### src/rtl/gl_matrix_stack_ctrl.sv
// gl_matrix_stack_ctrl: push/pop sequencer copying 16-word matrices between current-matrix RAM and stack RAM
module gl_matrix_stack_ctrl #(
  parameter int MV_DEPTH   = 32,
  parameter int PROJ_DEPTH = 2,
  parameter int SP_W       = 6,
  parameter int STK_AW     = 10
) (
  input  logic              clk,
  input  logic              rst,
  input  logic              push_en,
  input  logic              pop_en,
  input  logic              matrix_mode,
  output logic [4:0]        mat_addr,
  input  logic [31:0]       mat_rd_data,
  output logic [31:0]       mat_wr_data,
  output logic              mat_we,
  output logic [STK_AW-1:0] stk_addr,
  input  logic [31:0]       stk_rd_data,
  output logic [31:0]       stk_wr_data,
  output logic              stk_we,
  output logic              busy,
  output logic              done,
  output logic              overflow,
  output logic              underflow,
  output logic [SP_W-1:0]   mv_sp,
  output logic [SP_W-1:0]   proj_sp
);
  typedef enum logic [1:0] {IDLE, PUSH, POP} state_t;
  state_t state, state_n;
  logic [4:0] cnt, cnt_n, mat_addr_n;
  logic mode, mode_n, mat_we_n, stk_we_n, busy_n, done_n, overflow_n, underflow_n;
  logic [STK_AW-1:0] slot_base, slot_base_n, stk_addr_n;
  logic [31:0] mat_wr_data_n, stk_wr_data_n;
  logic [SP_W-1:0] mv_sp_n, proj_sp_n, sp_cur, depth_cur;
  function automatic logic [STK_AW-1:0] slot_of(input logic m, input logic [SP_W-1:0] sp);
    return (m ? STK_AW'(MV_DEPTH * 16) : '0) + (STK_AW'(sp) << 4);
  endfunction
  assign sp_cur    = matrix_mode ? proj_sp : mv_sp;
  assign depth_cur = matrix_mode ? SP_W'(PROJ_DEPTH) : SP_W'(MV_DEPTH);
  always_comb begin
    state_n       = state;
    cnt_n         = cnt;
    mode_n        = mode;
    slot_base_n   = slot_base;
    mat_addr_n    = mat_addr;
    stk_addr_n    = stk_addr;
    mat_wr_data_n = mat_wr_data;
    stk_wr_data_n = stk_wr_data;
    mv_sp_n       = mv_sp;
    proj_sp_n     = proj_sp;
    busy_n        = busy;
    mat_we_n      = 1'b0;
    stk_we_n      = 1'b0;
    done_n        = 1'b0;
    overflow_n    = 1'b0;
    underflow_n   = 1'b0;
    case (state)
      IDLE: begin
        if (push_en) begin
          if (sp_cur < depth_cur) begin
            state_n     = PUSH;
            busy_n      = 1'b1;
            cnt_n       = '0;
            mode_n      = matrix_mode;
            slot_base_n = slot_of(matrix_mode, sp_cur);
            mat_addr_n  = {matrix_mode, 4'd0};
          end else
            overflow_n = 1'b1;
        end else if (pop_en) begin
          if (sp_cur != '0) begin
            state_n     = POP;
            busy_n      = 1'b1;
            cnt_n       = '0;
            mode_n      = matrix_mode;
            slot_base_n = slot_of(matrix_mode, sp_cur - 1'b1);
            stk_addr_n  = slot_of(matrix_mode, sp_cur - 1'b1);
          end else
            underflow_n = 1'b1;
        end
      end
      default: begin
        if (cnt == 5'd16) begin
          state_n   = IDLE;
          busy_n    = 1'b0;
          done_n    = 1'b1;
          mv_sp_n   = mode ? mv_sp : (state == PUSH ? mv_sp + 1'b1 : mv_sp - 1'b1);
          proj_sp_n = !mode ? proj_sp : (state == PUSH ? proj_sp + 1'b1 : proj_sp - 1'b1);
        end else begin
          cnt_n = cnt + 5'd1;
          // Read address runs one word ahead of the write, stopping at the last word
          if (state == PUSH) begin
            stk_we_n      = 1'b1;
            stk_addr_n    = slot_base + STK_AW'(cnt);
            stk_wr_data_n = mat_rd_data;
            mat_addr_n    = cnt < 5'd15 ? {mode, cnt[3:0] + 4'd1} : mat_addr;
          end else begin
            mat_we_n      = 1'b1;
            mat_addr_n    = {mode, cnt[3:0]};
            mat_wr_data_n = stk_rd_data;
            stk_addr_n    = cnt < 5'd15 ? slot_base + STK_AW'(cnt + 5'd1) : stk_addr;
          end
        end
      end
    endcase
  end
  always_ff @(posedge clk) begin
    if (rst) begin
      state       <= IDLE;
      cnt         <= '0;
      mode        <= 1'b0;
      slot_base   <= '0;
      mat_addr    <= '0;
      stk_addr    <= '0;
      mat_wr_data <= '0;
      stk_wr_data <= '0;
      mat_we      <= 1'b0;
      stk_we      <= 1'b0;
      busy        <= 1'b0;
      done        <= 1'b0;
      overflow    <= 1'b0;
      underflow   <= 1'b0;
      mv_sp       <= '0;
      proj_sp     <= '0;
    end else begin
      state       <= state_n;
      cnt         <= cnt_n;
      mode        <= mode_n;
      slot_base   <= slot_base_n;
      mat_addr    <= mat_addr_n;
      stk_addr    <= stk_addr_n;
      mat_wr_data <= mat_wr_data_n;
      stk_wr_data <= stk_wr_data_n;
      mat_we      <= mat_we_n;
      stk_we      <= stk_we_n;
      busy        <= busy_n;
      done        <= done_n;
      overflow    <= overflow_n;
      underflow   <= underflow_n;
      mv_sp       <= mv_sp_n;
      proj_sp     <= proj_sp_n;
    end
  end
endmodule
### config.mk
export PLATFORM = sky130hd
export DESIGN_NAME = gl_matrix_stack_ctrl
export DESIGN_NICKNAME = d
export VERILOG_FILES = /design/src/rtl/gl_matrix_stack_ctrl.sv
export SDC_FILE = /design/constraint.sdc
export NUM_CORES = 1
export LEC_CHECK = 0
export BUFFER_PORTS_ARGS = -buffer_cell sky130_fd_sc_hd__buf_2
export CORE_MARGIN = 2
export CORE_UTILIZATION = 40
export DETAILED_ROUTE_END_ITERATION = 8
export PLACE_DENSITY = 0.72
export SLEW_MARGIN = 15
export SYNTH_ARGS = -nofsm -noshare
export SYNTH_HDL_FRONTEND = slang
export SYNTH_SLANG_ARGS = --single-unit
### constraint.sdc
create_clock -name clk -period 3.85 [get_ports clk]
set_clock_uncertainty 0.05 [all_clocks]
set_input_delay 0.77 -clock clk [delete_from_list [all_inputs] [get_ports clk]]
set_output_delay 0.77 -clock clk [all_outputs]
set_load 0.02 [all_outputs]
==> flow_summary.yaml <==
outcome:
  status: "finished, final reports clean"
clock_tree:
  root_buffer: "clkbuf_16"
  post_cts_buffers: 0
  cts_resized: 0
  cts_hold_buf: 0
  cts_tree: "yes"
  max-clock-path-buffers: 2
  clk_pin_slew_ps: 70
  htree_levels: 3
  cts_buffers: 9
  clkSinkCount: 111
  clock_latency_ps: 350
critical_path:
  regToRegSetupSlack_ps: 800
  end_kind: "register"
  path_max_fanout: 19
  startpoint_type: "register"
  cp.arrival_ps: 3280
  worstSetupPathType: "reg -> reg"
  worstPathRequired_ps: 4080
timing:
  whs_ps: 400
  period_minus_slack_ps: 3050
  finalHoldViolCount: 0
  setup_tns_ps: 0
  setup_violations: 0
  rsz0062_at_grt: "no"
  tightest_slew_ps: 881
  slew-limit-headroom: 0.412
  max_freq_ghz: 0.328
  maxSlewViolCount: 0
  fin_crit_sh: 0.793
layout:
  diodes: 0
  regArea_mm2: 0.00222
  fin_util: 0.502
  filler_cell_count: 1262
  area_growth_pct: 23.9
  fin_area_mm2: 0.00626
  multiInputGateArea_mm2: 0.00261
  drive_gt1_frac: 0.257
  fin_nets: 849
power:
  power_density_mw_per_mm2: 410
  p_total_mw: 2.56
  p_leak_nw: 2.74
  ir_drop_mv: 0.190
synthesis:
  syn_area_mm2: 0.00505
  yosysSeqAreaShare: 0.440
  syn_avg_cell_area_um2: 8.12
  synth_most_common_cell: "nand2_1"
  netlist_top_cells_area: "dfxtp_1 (44%), nand2_1 (11%), a21oi_1 (8.6%), nor2_1 (3.5%), ha_1 (3.5%)"
  synth.top_cell.area_share: 0.440
  synthFlopType: "dfxtp_1"
  synth_nets: 707
  synth_cells: 622
  synth-xor-area-share: 0.0347
  synthAdderAreaFrac: 0.0426
  synth-compound-area-share: 0.179
  async_flop_share: 0
  synth_mux_area_frac: 0.0320
  ys_ff_latch: 111
  synth_edf_count: 0
  synth_top_family_by_area: "simple AND/OR/NAND/NOR gates"
  ys_types: 56
  netlist_top_cells_count: "nand2_1 (153), dfxtp_1 (111), a21oi_1 (87)"
  synth_simple_gate_area_frac: 0.227
  yosysTopAreaCell: "dfxtp_1"
  yosysWarnings: 0
floorplanning:
  num_rows: 41
  start_util: 0.405
  core_mm2: 0.0125
  die_h_um: 116
  ioPinCount: 166
  die_x_um: 116
  dieArea_mm2: 0.0135
min_path:
  hp-class: "reg -> reg"
detailed_routing:
  drtIter0Drc: 307
  drc_errors: 0
  drtPass1Iterations: 4
  vias: 4684
  final_antenna_net_count: 0
  drt_wl_total_mm: 13.3
  wire_per_inst_um: 14.1
  viasPerCell: 4.98
global_routing:
  grt_overflow: 0
  grt_use_total: 0.191
  grt_pass1_wl_mm: 20.3
  grt_max_degree: 74
  first_global_vias: 4011
  antenna_found_initial: 0
place:
  dpl-instance-area_mm2: 0.00598
  dpl.hpwl_mm: 9.44
  gp_congestion: 0.897
  port_buffers: 165
job:
  cap_violations: 0
power breakdown:
group | switching [mW] | internal (mW) | total (mW)
clock network | 0.408 | 0.500 | 0.907
registers | 0.0397 | 1.21 | 1.25
logic | 0.258 | 0.153 | 0.411
worst paths after layout:
| kind | from | end | cells after the start |
|---|---|---|---|
| setup / recovery | state[1]$_SDFFE_PP0P_ | mv_sp[5]$_SDFFE_PP0P_ | 7 |
| hold / removal | mat_wr_data[29]$_SDFFE_PP0P_ | mat_wr_data[29]$_SDFFE_PP0P_ | 2 |
| setup reg to reg | state[1]$_SDFFE_PP0P_ | mv_sp[5]$_SDFFE_PP0P_ | 7 |
| hold reg to reg | mat_wr_data[29]$_SDFFE_PP0P_ | mat_wr_data[29]$_SDFFE_PP0P_ | 2 |
cells in the final DEF (no fill, tap or decap), types with 8 or more instances in the layout:
cell       instances
a211oi_1          10
a21oi_1           87
buf_2            164
buf_4              8
clkbuf_16          9
dfxtp_1          111
ha_1              14
inv_1             12
mux2i_1           15
nand2_1          153
nand3_1            8
nor2_1            45
nor3_1            17
o21ai_0           11
xnor2_1           11
xor2_1             9
state kept, by name, summed over array words and instances (netlist names), 2 cells and up:
| register | count |
|---|---|
| slot_base | 6 |
| stk_addr | 10 |
| cnt | 5 |
| state | 2 |
| mat_addr | 5 |
| stk_wr_data | 32 |
| mat_wr_data | 32 |
| proj_sp | 6 |
| mv_sp | 6 |
through the flow:
step / cells / setup slack [ps]
after floorplan: 622 / 1140
after global placement: 925 / 931
after detailed placement: 925 / 845
after CTS: 940 / 818
after global routing: 940 / 605
final: 940 / 798
cells by family after synthesis:
| logic type | after synthesis |
|---|---|
| mux | 16 |
| xor+xnor | 20 |
| simple gates | 260 |
| buf+inv | 54 |
| flops | 111 |
| compound gates | 145 |
| fa+ha+maj | 16 |
metal layers:
| layer | global-route usage | wire length [µm] |
|---|---|---|
| met1 | 0.263 | 6100 |
| met2 | 0.288 | 6050 |
| met3 | 0.0451 | 968 |
| met4 | 0.0786 | 169 |
| met5 | 0 | 0 |
worst max-delay path: stages, from the launching register on:
cell and delay (ps):
dfxtp_1 660, nand2b_1 670, ha_1 400, and3_1 210, a2111oi_2 400, xnor2_1 120, or3_1 310, a21oi_1 140
cell type report:
class | count | share of cell area
flip-flops and latches | 111 | 0.355
clock inverters | 4 | 0.00760
multi-input cells | 457 | 0.417
well taps | 172 | 0.0344
inverters | 13 | 0.00780
repair buffers | 172 | 0.141
clock buffers | 11 | 0.0372
Note: power is estimated with default switching activity, not from simulation.
